$ cat src/rtl/peak_counter_pkg.sv
// Shared definitions for the peak-counter readout path: FSM encodings and
// FIFO pointer sizing.
package peak_counter_pkg;

  localparam logic [1:0] ST_IDLE  = 2'd0;
  localparam logic [1:0] ST_CLEAR = 2'd1;
  localparam logic [1:0] ST_GATE  = 2'd2;
  localparam logic [1:0] ST_CAPT  = 2'd3;

  // One extra bit distinguishes full from empty when the indices match.
  function automatic int unsigned fifo_ptr_width(input int unsigned depth);
    return $clog2(depth) + 1;
  endfunction

endpackage

$ cat src/rtl/sync_fifo.sv
// Single-clock FIFO with full/empty flags and a drop strobe for a push that
// arrives while full without a same-cycle pop.
module sync_fifo
  import peak_counter_pkg::*;
#(
  parameter int unsigned WIDTH = 9,
  parameter int unsigned DEPTH = 4
) (
  input  logic             clk,
  input  logic             rst_n,
  input  logic             push,
  input  logic [WIDTH-1:0] wr_data,
  input  logic             pop,
  output logic [WIDTH-1:0] rd_data,
  output logic             full,
  output logic             empty,
  output logic             drop
);

  localparam int unsigned PW = fifo_ptr_width(DEPTH);
  localparam int unsigned AW = PW - 1;

  logic [WIDTH-1:0] mem [DEPTH];
  logic [PW-1:0]    wr_ptr;
  logic [PW-1:0]    rd_ptr;
  logic             do_pop;
  logic             do_push;

  assign empty   = (wr_ptr == rd_ptr);
  assign full    = (wr_ptr[AW] != rd_ptr[AW]) && (wr_ptr[AW-1:0] == rd_ptr[AW-1:0]);
  assign do_pop  = pop & ~empty;
  // When full, a simultaneous pop frees the slot the push is about to use.
  assign do_push = push & (~full | do_pop);
  assign drop    = push & full & ~do_pop;
  assign rd_data = empty ? '0 : mem[rd_ptr[AW-1:0]];

  always_ff @(posedge clk or negedge rst_n) begin
    if (!rst_n) begin
      wr_ptr <= '0;
      rd_ptr <= '0;
    end else begin
      if (do_push) wr_ptr <= wr_ptr + PW'(1);
      if (do_pop)  rd_ptr <= rd_ptr + PW'(1);
    end
  end

  always_ff @(posedge clk) begin
    if (do_push) mem[wr_ptr[AW-1:0]] <= wr_data;
  end

endmodule

$ cat src/rtl/gate_window_readout.sv
// Gate-window controller for the peak counter: clears and enables the counter
// for gate_len cycles, then queues {overflow, count} for the host reader.
module gate_window_readout
  import peak_counter_pkg::*;
#(
  parameter int unsigned CNTR_WIDTH = 8,
  parameter int unsigned GATE_WIDTH = 24,
  parameter int unsigned FIFO_DEPTH = 4
) (
  input  logic                  clk,
  input  logic                  rst_n,
  input  logic                  enable,
  input  logic [GATE_WIDTH-1:0] gate_len,
  output logic                  cnt_clr,
  output logic                  cnt_en,
  input  logic [CNTR_WIDTH-1:0] count_in,
  input  logic                  overflow_in,
  output logic                  rd_valid,
  output logic [CNTR_WIDTH:0]   rd_data,
  input  logic                  rd_ready,
  output logic                  busy,
  output logic                  lost_window,
  input  logic                  clr_lost
);

  logic [1:0]            state;
  logic [1:0]            next_state;
  logic [GATE_WIDTH-1:0] timer;
  logic                  start_ok;
  logic                  push;
  logic                  drop;
  logic                  full;
  logic                  empty;

  assign start_ok = enable && (gate_len != '0);
  assign push     = (state == ST_CAPT);
  assign rd_valid = ~empty;

  always_comb begin
    next_state = ST_IDLE;
    case (state)
      ST_IDLE:  next_state = start_ok ? ST_CLEAR : ST_IDLE;
      ST_CLEAR: next_state = ST_GATE;
      ST_GATE:  next_state = (timer == '0) ? ST_CAPT : ST_GATE;
      ST_CAPT:  next_state = start_ok ? ST_CLEAR : ST_IDLE;
      default:  next_state = ST_IDLE;
    endcase
  end

  // Outputs are registered from next_state so they line up with the state register.
  always_ff @(posedge clk or negedge rst_n) begin
    if (!rst_n) begin
      state   <= ST_IDLE;
      timer   <= '0;
      cnt_clr <= 1'b0;
      cnt_en  <= 1'b0;
      busy    <= 1'b0;
    end else begin
      state   <= next_state;
      cnt_clr <= (next_state == ST_CLEAR);
      cnt_en  <= (next_state == ST_GATE);
      busy    <= (next_state != ST_IDLE);
      if (state == ST_CLEAR)     timer <= gate_len - GATE_WIDTH'(1);
      else if (state == ST_GATE) timer <= timer - GATE_WIDTH'(1);
    end
  end

  always_ff @(posedge clk or negedge rst_n) begin
    if (!rst_n)        lost_window <= 1'b0;
    else if (drop)     lost_window <= 1'b1;
    else if (clr_lost) lost_window <= 1'b0;
  end

  sync_fifo #(
    .WIDTH (CNTR_WIDTH + 1),
    .DEPTH (FIFO_DEPTH)
  ) u_fifo (
    .clk     (clk),
    .rst_n   (rst_n),
    .push    (push),
    .wr_data ({overflow_in, count_in}),
    .pop     (rd_ready),
    .rd_data (rd_data),
    .full    (full),
    .empty   (empty),
    .drop    (drop)
  );

endmodule
$ cat config.mk
export PLATFORM = sky130hd
export DESIGN_NAME = gate_window_readout
export DESIGN_NICKNAME = d
export VERILOG_FILES = /design/src/rtl/peak_counter_pkg.sv /design/src/rtl/sync_fifo.sv /design/src/rtl/gate_window_readout.sv
export SDC_FILE = /design/constraint.sdc
export NUM_CORES = 1
export LEC_CHECK = 0
export BUFFER_PORTS_ARGS = -buffer_cell sky130_fd_sc_hd__buf_2
export CORE_UTILIZATION = 40
export DETAILED_ROUTE_END_ITERATION = 8
export PLACE_DENSITY = 0.65
export SLEW_MARGIN = 30
export SYNTH_ARGS = -nofsm -noshare
export SYNTH_HDL_FRONTEND = slang
export SYNTH_SLANG_ARGS = --single-unit
$ cat constraint.sdc
create_clock -name clk -period 4.9 [get_ports clk]
set_input_delay 0.735 -clock clk [delete_from_list [all_inputs] [get_ports clk]]
set_output_delay 0.735 -clock clk [all_outputs]
set_load 0.01 [all_outputs]
Word-level counts from Yosys, hierarchy flattened

Memory sizes are Yosys's and may differ from the RTL's.
Index checks and enable logic that the tools add are counted.
W data, S select, Z words.

Register bits after elaboration: 36
RAM bits: 36
Bits of input ports: 38
Output and inout port bits: 14
Logic and storage cells: 48
Memories: 1

Memory list:

| name       | depth | bits a word | rd ports | clocked after Yosys merged registers in | write ports | line            | RTL |
|---|---|---|---|---|---|---|---|
| u_fifo.mem | 4     | 9           | 1        | 0                                       | 1           | sync_fifo.sv:23 | `logic [WIDTH-1:0] mem [DEPTH];` |

Add/sub/neg operators: 4
Equality and inequality tests: 8
Muxes and demuxes: 10
Bitwise operators: 8
Reductions and logical operators: 9

Operators by type and width:

| cell                    | count |
|---|---|
| $mux W24                | 2 |
| $sub A24 B1 Y24 const B | 2 |
| $logic_not A24 Y1       | 1 |
| $reduce_bool A24 Y1     | 1 |
| $mux W9                 | 1 |
| $add A3 B1 Y3 const B   | 2 |
| $eq A2 B2 Y1 const B    | 3 |
| $mux W1                 | 6 |
| $pmux W2 S3             | 1 |
| $reduce_bool A2 Y1      | 3 |
| $and A1 B1 Y1           | 4 |
| $eq A2 B1 Y1 const B    | 2 |
| $eq A3 B3 Y1            | 1 |
| $not A1 Y1              | 3 |
| $eq A2 B2 Y1            | 1 |
| $logic_and A1 B1 Y1     | 2 |
| $logic_not A2 Y1        | 1 |
| $reduce_or A2 Y1        | 1 |
| $ne A1 B1 Y1            | 1 |
| $or A1 B1 Y1            | 1 |

Longest topological paths before layout

Gate-level depths: netlist (run 1).

Word-level depth: 7
Mapped depth: 14

By module

A second synthesis (run 1) with hierarchy kept.

Cell total of the unflattened synthesis: 396
Area, all modules: 4320.4 µm²

By module, submodules not included:

| module              | instances | cells each | area each (µm²) | seq. area each (µm²) |
|---|---|---|---|---|
| gate_window_readout | 1         | 301        | 2542.4          | 750.7 |
| sync_fifo           | 1         | 95         | 1778.0          | 1231.2 |

Worst setup path before layout (run 1)

OpenSTA, ideal clock, no wires.

Path type: register to register
Start point: reg state[1]
End point: reg timer[14]
Arrival: 3.543 ns
Data required time: 4.756 ns
Setup slack: 1.213 ns
Stages on the path, launching flop included: 15
Path buffers: 5
Cells stage by stage: dfrtp_1 inv_1 ha_1 buf_2 buf_2 buf_2 clkbuf_1 clkbuf_1 mux2i_1 ha_1 o221ai_1 or2_2 a2111oi_4 xnor2_1 o2111ai_1

Word-level cells in the longest chain between the ends: 2
Elaborated cells between the ends (all ways): 4
Classes of those cells: 2 x eq/ne; 1 x mux; 1 x reduce/logical

RTL lines:

| element                                               | line                                                 | RTL |
|---|---|---|
| start, declared                                       | gate_window_readout.sv:26                            | `logic [1:0] state;` |
| start signal, assigned                                | gate_window_readout.sv:59                            | `state <= next_state;` |
| $eq A2 B1 Y1 / $eq A2 B2 Y1 (equally long branches)   | gate_window_readout.sv:63, gate_window_readout.sv:64 |  |
| $mux W24 / $reduce_bool A2 Y1 (equally long branches) | n/a                                                  |  |
| end signal, assigned                                  | gate_window_readout.sv:63                            | `if (state == ST_CLEAR) timer <= gate_len - GATE_WIDTH'(1);` |
| end signal, assigned                                  | gate_window_readout.sv:64                            | `else if (state == ST_GATE) timer <= timer - GATE_WIDTH'(1);` |
| end, declared                                         | gate_window_readout.sv:28                            | `logic [GATE_WIDTH-1:0] timer;` |

Parallel ways exist; a longest one is shown, timed or not.
A chain may end at the register's enable or synchronous reset.

Worst setup path in the final report (run 1)

Same ends and word-level chain as after synthesis.

==> results of run 1 <==
## kinds of logic after synthesis
family,Yosys count,synth area share
buffers and inverters,29,0.0277
muxes,22,0.0831
AOI/OAI and AO/OA,66,0.116
and+or+nand+nor,150,0.194
adders and majority gates,10,0.0308
DFF,72,0.488
xor gates and xnor gates,28,0.0603
## flip-flops by register name, indices dropped and copies added (netlist names)
name / count
busy: 1
cnt_clr: 1
cnt_en: 1
lost_window: 1
state: 2
timer: 24
u_fifo.mem: 36
u_fifo.rd_ptr: 3
u_fifo.wr_ptr: 3
## where the power goes
part	switching, W	leakage [nW]	internal [W]
clock	0.000262	0.0903	0.000195
sequential	0.000205	0.724	0.000806
combinational	0.000629	0.857	0.000465
total	0.00110	1.67	0.00147
## metal layers
| layer | GRT usage | vias to the layer above | share of wire |
|---|---|---|---|
| met5 | 0 | - | 0 |
| met4 | 0.0867 | 0 | 0.019 |
| met3 | 0.0237 | 14 | 0.041 |
| met2 | 0.306 | 82 | 0.47 |
| met1 | 0.267 | 1522 | 0.46 |
| li1 | - | 1497 | - |
## final timing paths
kind                                  start                to  slack [ps]  depth (start not counted)
max                                state[1]         timer[14]        1790                         10
min                                   rst_n         timer[19]         330                          1
max reg2reg                        state[1]         timer[14]        1790                         10
min reg2reg                u_fifo.rd_ptr[2]  u_fifo.rd_ptr[2]         500                          1
max in group asynchronous             rst_n       lost_window        4210                          1
min in group clk           u_fifo.rd_ptr[2]  u_fifo.rd_ptr[2]         500                          1
## cell type report
| class | count | share of cell area |
|---|---|---|
| multi-input combinational | 276 | 0.426 |
| sequential | 72 | 0.427 |
| timing repair buffer | 54 | 0.0604 |
| clock buffer | 9 | 0.0267 |
| tap | 133 | 0.0359 |
| inverter | 13 | 0.0105 |
| clock inverter | 7 | 0.0138 |
## cell usage in the layout (no fill, tap or decap), types with 2 or more instances in the layout
| cell | n |
|---|---|
| a21oi_1 | 19 |
| a221oi_1 | 2 |
| a22oi_1 | 3 |
| and3_1 | 3 |
| buf_2 | 50 |
| buf_4 | 4 |
| clkbuf_8 | 9 |
| clkinvlp_4 | 2 |
| dfrtp_1 | 36 |
| edfxtp_1 | 36 |
| ha_1 | 10 |
| inv_1 | 12 |
| inv_6 | 2 |
| inv_8 | 2 |
| mux2_2 | 4 |
| mux2i_1 | 9 |
| mux4_2 | 9 |
| nand2_1 | 26 |
| nand2b_1 | 2 |
| nand3_1 | 7 |
| nand4_1 | 3 |
| nor2_1 | 37 |
| nor2_2 | 2 |
| nor2b_1 | 15 |
| nor3_1 | 22 |
| nor3b_1 | 6 |
| nor4_1 | 10 |
| o2111ai_1 | 6 |
| o211ai_1 | 6 |
| o21ai_0 | 13 |
| o22ai_1 | 3 |
| or2_2 | 2 |
| or3_1 | 4 |
| or4_1 | 4 |
| xnor2_1 | 18 |
| xor2_1 | 10 |
## per-stage QoR
stage	worst slack (ps)	instances	hold slack, ps
after floorplan	1210	377	439
after global placement	1940	548	480
after detailed placement	1820	548	479
after CTS	1780	564	495
after global routing	1480	564	368
final	1790	564	327
==> summary.txt, run 1 <==
Layout
  • Final layout net count: 474
  • Area growth syn-to-layout: 14.2%
  • Filler cells: 958
  • # diodes: 0
  • Sequential cell area: 0.00198 mm^2
  • Multi-input gate area: 0.00197 mm^2
  • Final Util: 0.472
  • Ratio of cells with drive above 1 in the final layout: 0.225
  • Final Instance Area: 0.00464 mm^2

STA
  • Final min period: 3110 ps
  • Max frequency: 321 MHz
  • Final period util: 0.635
  • Setup TNS Final: 0 ps
  • Final hold vios: 0
  • Max_slew headroom: 0.345
  • Skew final: 15.2 ps
  • Max-slew violations: 0
  • RSZ-0062 raised after global routing: false
  • Setup violations, final: 0
  • Worst slew pin tran: 979 ps

Clocking
  • Post_cts resized: 0
  • Num Clock Sinks: 72
  • Post-CTS Setup Inserts: 0
  • CTS Root Cell: clkbuf_8
  • Worst-skew pair later-pin latency: 360 ps
  • Inserted Clock Buffers: 9
  • Worst-path clk slew: 90 ps
  • TritonCTS clock tree: built
  • CTS Hold Bufs: 0
  • Htree depth: 3
  • Clk buf depth: 2

Yosys
  • Synth area leaders: edfxtp_1, dfrtp_1, mux4_2
  • Yosys top cell area share: 0.266
  • Top-count cell post-synth: nor2_1
  • Seq/Total Area, Yosys: 0.488
  • Post-synthesis cell count: 377
  • YS warnings: 0
  • Top cells by count, synth: nor2_1, dfrtp_1, edfxtp_1
  • Post-Syn Area: 0.00406 mm^2
  • Syn Nets: 425
  • Fraction of registers with async set/reset: 0.500
  • Post-synth EDFFs: 36
  • Cell variety after synth: 54
  • Post-synth top area cell: edfxtp_1
  • Avg Inst Size Synth: ~11 um^2
  • #FFs+latches synth: slightly above 70
  • Top_reg_cell synth: edfxtp_1

Critical path
  • CP Max Fanout: 30
  • Slowest stage delay, CP: 440 ps
  • Crit-path most repeated cell: ha_1
  • Top Family by Delay on Critical Path: compound AO/OA/AOI/OAI gates
  • Crit end category: register
  • CP Cell Sequence: inv_1, ha_1, buf_4, mux2i_1, ha_1, o221ai_1, or2_2, a2111oi_4, xnor2_1, o2111ai_1
  • Slowest CP cell: or2_2
  • WP data required: ~5100 ps
  • Crit path DAT: 3320 ps
  • Startpoint Class: register
  • CP bufs+invs: 2
  • Crit Path Class: register to register

Placement
  • Post-DP HPWL: 6350 um
  • Port Buffer Count: just over 50
  • Placed cell area: 0.00444 mm^2
  • RePlAce Congestion: 0.800

Min path
  • Hold crit path type: primary input to async pin

Outcome
  • Outcome: finished, final reports clean

Power
  • Leakage: 1.67 nW
  • P per Cell Area: 552 mW/mm^2
  • Power after layout: between 0.002 and 0.003 W
  • VDD IR max: approximately 270 uV

Route
  • Vias: 3115
  • DRC Markers: 0
  • Iter 0 DRT Violations: 189
  • First drt pass iteration count: 5
  • Avg Vias per Cell: about 5.5
  • Post-DRT Antenna Nets: 0
  • Final WL: between 9000 and 10000 um
  • WL/cell: approximately 16 um

Die
  • Chip Width: 103 um
  • Die Span Y: 103 um
  • Initial Util: 0.414
  • Die Footprint: 0.0106 mm^2
  • Row count: 36
  • IO Count: 52
  • Core area: 0.00982 mm^2

Global routing
  • First-pass GRT wire length: 15400 um
  • Initial antenna violation count: 0
  • GRT Total Usage: 0.193
  • Vias in the first global route: 3099
  • Largest net degree at the start of global routing: 37
  • Gr ovfl total: 0

Job
  • Max cap viols: 0
No activity file was read; power rests on OpenSTA's default activity.
==> run 2, diff against run 1 <==
--- a/config.mk
+++ b/config.mk
@@ -8,7 +8,7 @@
 export BUFFER_PORTS_ARGS = -buffer_cell sky130_fd_sc_hd__buf_2
 export CORE_UTILIZATION = 40
 export DETAILED_ROUTE_END_ITERATION = 8
-export PLACE_DENSITY = 0.65
+export PLACE_DENSITY = 0.67
 export SLEW_MARGIN = 30
 export SYNTH_ARGS = -nofsm -noshare
 export SYNTH_HDL_FRONTEND = slang
==> constraint.sdc (replaced) <==
create_clock -name clk -period 2.55 [get_ports clk]
set_input_delay 0.3825 -clock clk [delete_from_list [all_inputs] [get_ports clk]]
set_output_delay 0.3825 -clock clk [all_outputs]
set_load 0.01 [all_outputs]
==> run 2 against run 1 <==
  * Global-route usage rose by 0.38 points
  * Critical path type unchanged
  * Highest routed layer unchanged
  * Critical endpoint is now timer[23]
  * Cell count rose by 4.8%
  * Fmax rose by 26%
  * Sequential share of layout area fell by 3.6 points
  * Die area did not move
==> summary.txt, run 2 (synthesized netlist as in run 1, its figures left out) <==
Global routing
  • Gr ovfl total: 0 (unchanged)
  • GRT Total Usage: 0.197 (was 0.193)
  • Vias in the first global route: 3116 (was 3099)
  • Largest net degree at the start of global routing: 37 (unchanged)
  • First-pass GRT wire length: 15400 um (about the same)
  • Initial antenna violation count: 0 (unchanged)

Route
  • First drt pass iteration count: 4 (was 5)
  • DRC Markers: 0 (unchanged)
  • WL/cell: 16.9 um (was 16.5 um)
  • Avg Vias per Cell: 5.61 (was 5.52)
  • Iter 0 DRT Violations: 206 (was 189)
  • Vias: 3314 (was 3115)
  • Post-DRT Antenna Nets: 0 (unchanged)
  • Final WL: 9970 um (was 9300 um)

Layout
  • Most frequent cells in the layout: buf_2, nor2_1, dfrtp_1, edfxtp_1, nand2_1 (unchanged)
  • Final layout net count: 501 (was 474)
  • Final Instance Area: 0.00507 mm^2 (was 0.00464 mm^2)
  • # diodes: 0 (unchanged)
  • Max FFs per register: 36 (unchanged)
  • Commonest non-fill, non-tap cell in the layout: buf_2 (unchanged)
  • Filler cells: 900 (was 958)
  • Area growth syn-to-layout: 24.7% (was 14.2%)
  • Ratio of cells with drive above 1 in the final layout: 0.306 (was 0.225)

Min path
  • Hold Path Origin: clr_lost
  • Hold Crit Endpoint: lost_window
  • Worst hold stages: 2
  • Hold crit path type: primary input to register (was primary input to async pin)

Placement
  • Placed cell area: 0.00465 mm^2 (was 0.00444 mm^2)
  • Post-DP HPWL: 6820 um (was 6350 um)
  • RePlAce Congestion: 0.917 (was 0.800)
  • Port Buffer Count: 51 (unchanged)
  • Setup WS pre-CTS: -47.7 ps (was 1820 ps)

STA
  • Max_slew headroom: 0.400 (was 0.345)
  • Skew final: 14.5 ps (was 15.2 ps)
  • Max-slew violations: 0 (unchanged)
  • Worst slew pin tran: 896 ps (was 979 ps)
  • RSZ-0062 raised after global routing: true (was false)
  • Final min period: 2480 ps (was 3110 ps)
  • Final hold vios: 0 (unchanged)
  • Final Worst Setup Slack: 72.2 ps (was 1790 ps)
  • Max frequency: 404 MHz (was 321 MHz)
  • Setup violations, final: 0 (unchanged)
  • Setup TNS Final: 0 ps (unchanged)
  • Final period util: 0.972 (was 0.635)
  • Hold WS: 214 ps (was 327 ps)

Power
  • Leakage: 1.86 nW (was 1.67 nW)
  • P per Cell Area: 1070 mW/mm^2 (was 552 mW/mm^2)
  • Power after layout: 0.00544 W (was 0.00256 W)
  • VDD IR max: 404 uV (was 267 uV)

Die
  • Row count: 36 (unchanged)
  • Initial Util: 0.414 (unchanged)
  • Core area: 0.00982 mm^2 (unchanged)
  • Chip Width: 103 um (unchanged)
  • Die Footprint: 0.0106 mm^2 (unchanged)
  • IO Count: 52 (unchanged)
  • Die Span Y: 103 um (unchanged)

Critical path
  • Reg2Reg Depth: 9 (was 10)
  • Crit-path most repeated cell: buf_6 (was ha_1)
  • Slowest stage delay, CP: 430 ps (was 440 ps)
  • WP data required: 2750 ps (was 5110 ps)
  • CP Cell Sequence: ha_4, buf_6, buf_6, buf_4, or3_4, a211o_4, nor4_4, mux2i_1, o211ai_1 (was inv_1, ha_1, buf_4, mux2i_1, ha_1, o221ai_1, or2_2, a2111oi_4, xnor2_1, o2111ai_1)
  • Slowest CP cell: dfrtp_1 (was or2_2)
  • Crit path DAT: 2680 ps (was 3320 ps)
  • Worst r2r src: state[0] (was state[1])
  • FF-to-FF setup slack: 70 ps (was 1790 ps)
  • R2R Path End: timer[23] (was timer[14])
  • Crit Path Class: register to register (unchanged)
  • Top Family by Delay on Critical Path: simple AND/OR/NAND/NOR gates (was compound AO/OA/AOI/OAI gates)
  • Startpoint Class: register (unchanged)
  • CP Max Fanout: 8 (was 30)
  • CP bufs+invs: 3 (was 2)
  • Crit end category: register (unchanged)

Clocking
  • Num Clock Sinks: 72 (unchanged)
  • Clk buf depth: 2 (unchanged)
  • Worst-skew pair later-pin latency: 360 ps (about the same)
  • TritonCTS clock tree: built (unchanged)
  • Worst-path clk slew: 80 ps (was 90 ps)
  • Htree depth: 3 (unchanged)
  • CTS Root Cell: clkbuf_8 (unchanged)
  • Inserted Clock Buffers: 9 (unchanged)

Job
  • Max cap viols: 0 (unchanged)

Outcome
  • Outcome: finished, final reports clean (unchanged)
==> run 2: cell types whose count changed in the layout (fill, tap and decap cells not counted), sizes merged <==
cell,previous run,this run
buf,54,80
bufinv,0,1
clkinv,2,1
clkinvlp,2,1
dlygate4sd3,0,1
inv,16,17
==> run 2: final cells by class <==
class                           count  area (um^2)  share of cell area
Clock inverter                      7         83.8              0.0165
Tap cell                          133          166              0.0328
Sequential cell                    72         1980               0.391
Clock buffer                        9          124              0.0244
Multi-Input combinational cell    276         2140               0.421
Timing Repair Buffer               81          527               0.104
Inverter                           13         48.8             0.00963
==> run 2: how the worst max path moves through the flow <==
stage                           end     start  cells past startpoint
final                     timer[23]  state[0]                      9
after floorplan           timer[14]  state[1]                     14
after CTS                 timer[23]  state[0]                      8
after detailed placement  timer[18]  state[1]                     10
after global routing      timer[23]  state[0]                      9
after global placement    timer[23]  state[1]                      9
==> run 2: worst register-to-register path: cells and delay by family (launching register included) <==
kind | cells | cell delay, ps
multiplexers | 1 | 220
AND/OR/NAND/NOR | 2 | 570
adder cells (fa/ha/maj) | 1 | 210
buffers and inverters | 3 | 430
flip-flops | 1 | 430
AO/OA/AOI/OAI | 2 | 470
==> run 2: metal layers <==
| metal | vias to the layer above | global-route usage | routed length, um |
|---|---|---|---|
| li1 | 1551 | - | - |
| met1 | 1643 | 0.258 | 4220 |
| met2 | 102 | 0.326 | 5000 |
| met3 | 18 | 0.0298 | 542 |
| met4 | 0 | 0.0878 | 198 |
| met5 | - | 0 | 0 |
==> run 2: stage by stage <==
step	util	instances
finish	0.516	591
global route	0.516	591
CTS	0.496	584
detailed placement	0.474	568
global placement	0.474	568
floorplan	-	377
==> run 2: report_power, final <==
group | internal (W) | switching [W] | total (W)
registers | 0.00155 | 0.000319 | 0.00187
clock network | 0.000473 | 0.000496 | 0.000969
logic | 0.00114 | 0.00145 | 0.00260
==> run 2: repair_timing <==
action / 4_1_cts / 5_1_grt
resized for setup: 1 / 26
hold buffers: 0 / 1
hold endpoints to repair: 0 / 13
setup buffers: 0 / 5
pin swaps: 1 / 12
endpoints found under the setup margin: 5 / 15
==> run 3, diff against run 2 <==
--- a/config.mk
+++ b/config.mk
@@ -8,7 +8,6 @@
 export BUFFER_PORTS_ARGS = -buffer_cell sky130_fd_sc_hd__buf_2
 export CORE_UTILIZATION = 40
 export DETAILED_ROUTE_END_ITERATION = 8
-export PLACE_DENSITY = 0.67
 export SLEW_MARGIN = 30
 export SYNTH_ARGS = -nofsm -noshare
 export SYNTH_HDL_FRONTEND = slang
==> run 3 against run 2 <==
  * The run now ends with negative hold slack left
  * Clock-buffer cell count grew 1
  * Cell count shrank 1.0%
  * Clock skew shrank 3.6 ps
  * Largest power group unchanged
==> summary.txt, run 3 (synthesized netlist as in run 1, its figures left out) <==
Layout
  • Non-filler cells, final: 585 (was 591)
  • Final Instance Area: 0.00497 mm^2 (was 0.00507 mm^2)
  • # diodes: 0 (unchanged)
  • Final layout net count: 495 (was 501)
  • Area growth syn-to-layout: 22.2% (was 24.7%)
  • Filler cells: 915 (was 900)
  • Commonest non-fill, non-tap cell in the layout: buf_2 (unchanged)
  • Ratio of cells with drive above 1 in the final layout: 0.296 (was 0.306)
  • Max FFs per register: 36 (unchanged)
  • Most frequent cells in the layout: buf_2, nor2_1, dfrtp_1, edfxtp_1, nand2_1 (unchanged)
  • Sequential cell area: 0.00198 mm^2 (unchanged)
  • Multi-input gate area: 0.00211 mm^2 (was 0.00214 mm^2)

Route
  • Post-DRT Antenna Nets: 0 (unchanged)
  • DRC Markers: 0 (unchanged)
  • WL/cell: 16.3 um (was 16.9 um)
  • First drt pass iteration count: 4 (unchanged)
  • Iter 0 DRT Violations: 124 (was 206)
  • Final WL: 9530 um (was 9970 um)
  • Vias: 3165 (was 3314)
  • Avg Vias per Cell: 5.41 (was 5.61)

STA
  • Final hold vios: 13 (was 0)
  • Final min period: 2490 ps (was 2480 ps)
  • Max frequency: 401 MHz (was 404 MHz)
  • Setup violations, final: 0 (unchanged)
  • Max_slew headroom: 0.390 (was 0.400)
  • Final period util: 0.977 (was 0.972)
  • Worst slew pin tran: 912 ps (was 896 ps)
  • Max-slew violations: 0 (unchanged)
  • Hold WS: -16.2 ps (was 214 ps)
  • Final Worst Setup Slack: 58.8 ps (was 72.2 ps)
  • Skew final: 10.9 ps (was 14.5 ps)
  • RSZ-0062 raised after global routing: true (unchanged)

Critical path
  • CP Max Fanout: 5 (was 8)
  • Crit end category: register (unchanged)
  • Crit path DAT: 2740 ps (was 2680 ps)
  • Crit Path Class: register to register (unchanged)
  • WP data required: 2800 ps (was 2750 ps)
  • Startpoint Class: register (unchanged)

Outcome
  • Outcome: finished, violations left (was finished, final reports clean)
  • Failing checks: negative hold slack

Clocking
  • CTS Root Cell: clkbuf_8 (unchanged)
  • Inserted Clock Buffers: 9 (unchanged)
  • TritonCTS clock tree: built (unchanged)
  • CTS Hold Bufs: 0 (unchanged)
  • Htree depth: 3 (unchanged)
  • Num Clock Sinks: 72 (unchanged)
  • Clk buf depth: 2 (unchanged)
  • Worst-skew pair later-pin latency: 350 ps (was 360 ps)
  • Worst-path clk slew: 80 ps (about the same)

Placement
  • Port Buffer Count: 51 (unchanged)
  • Post-DP HPWL: 6690 um (was 6820 um)
  • Placed cell area: 0.00463 mm^2 (was 0.00465 mm^2)
  • # placed instances: 567 (was 568)
  • RePlAce Congestion: 0.828 (was 0.917)
  • Setup WS pre-CTS: 13.9 ps (was -47.7 ps)

Die
  • Die Footprint: 0.0106 mm^2 (unchanged)
  • Core area: 0.00982 mm^2 (unchanged)
  • Die Span Y: 103 um (unchanged)
  • Chip Width: 103 um (unchanged)
  • IO Count: 52 (unchanged)
  • Initial Util: 0.414 (unchanged)
  • Row count: 36 (unchanged)

Global routing
  • First-pass GRT wire length: 15400 um (about the same)
  • Largest net degree at the start of global routing: 37 (unchanged)
  • Initial antenna violation count: 0 (unchanged)
  • GRT Total Usage: 0.195 (was 0.197)
  • Gr ovfl total: 0 (unchanged)
  • Vias in the first global route: 3057 (was 3116)

Power
  • VDD IR max: 360 uV (was 404 uV)
  • Power after layout: 0.00531 W (was 0.00544 W)
  • Leakage: 1.82 nW (was 1.86 nW)
  • P per Cell Area: 1070 mW/mm^2 (about the same)

Min path
  • Hold crit path type: primary input to async pin (was primary input to register)

Job
  • Max cap viols: 0 (unchanged)
==> run 3: layer usage <==
layer,vias up,wire [um],track usage
li1,1540,-,-
met1,1545,4580,0.273
met5,-,0,0
met4,0,172,0.0834
met2,66,4450,0.302
met3,14,337,0.0292
==> run 3: repair_timing <==
| item | in CTS | in global routing |
|---|---|---|
| setup buffers | 0 | 2 |
| pin swaps | 0 | 2 |
| setup endpoints to repair | 1 | 12 |
| resized for setup | 1 | 20 |
==> run 3: report_power, final <==
group          internal (W)  switching [W]
logic               0.00107        0.00138
clock network      0.000556       0.000455
registers           0.00155       0.000302
total               0.00317        0.00213
==> run 3: metrics by stage <==
step | util | hold WS (ps) | setup TNS [ps]
6_report | 0.506 | -16.2 | 0
3_3_place_gp | 0.472 | 479 | 0
4_1_cts | 0.495 | 162 | 0
2_1_floorplan | - | 86.9 | -1790
3_5_place_dp | 0.472 | 481 | 0
5_1_grt | 0.506 | 15.2 | -58.0
==> run 3: final timing paths <==
| path | startpoint | endpoint | slack [ps] | cells after the start |
|---|---|---|---|---|
| setup / recovery | timer[13] | timer[21] | 60 | 6 |
| hold / removal | rst_n | timer[13] | -20 | 1 |
| setup reg to reg | timer[13] | timer[21] | 60 | 6 |
| hold reg to reg | u_fifo.wr_ptr[2] | u_fifo.wr_ptr[2] | 490 | 1 |
| max in group asynchronous | rst_n | cnt_en | 2200 | 1 |
| min in group clk | clr_lost | lost_window | 220 | 2 |
==> run 3: cell type report <==
cell class	count	area share
timing repair buffer	75	0.0889
multi-input combinational	276	0.424
tap	133	0.0335
inverter	13	0.00983
clock buffer	10	0.0257
clock inverter	6	0.0186
sequential	72	0.399
==> run 3: critical path, stage by stage, from the launching register on <==
cell and delay, ps:
dfrtp_1 410, or4_4 560, or3_4 360, a211oi_2 450
nand2_1 190, or3_1 340, o2111ai_1 90
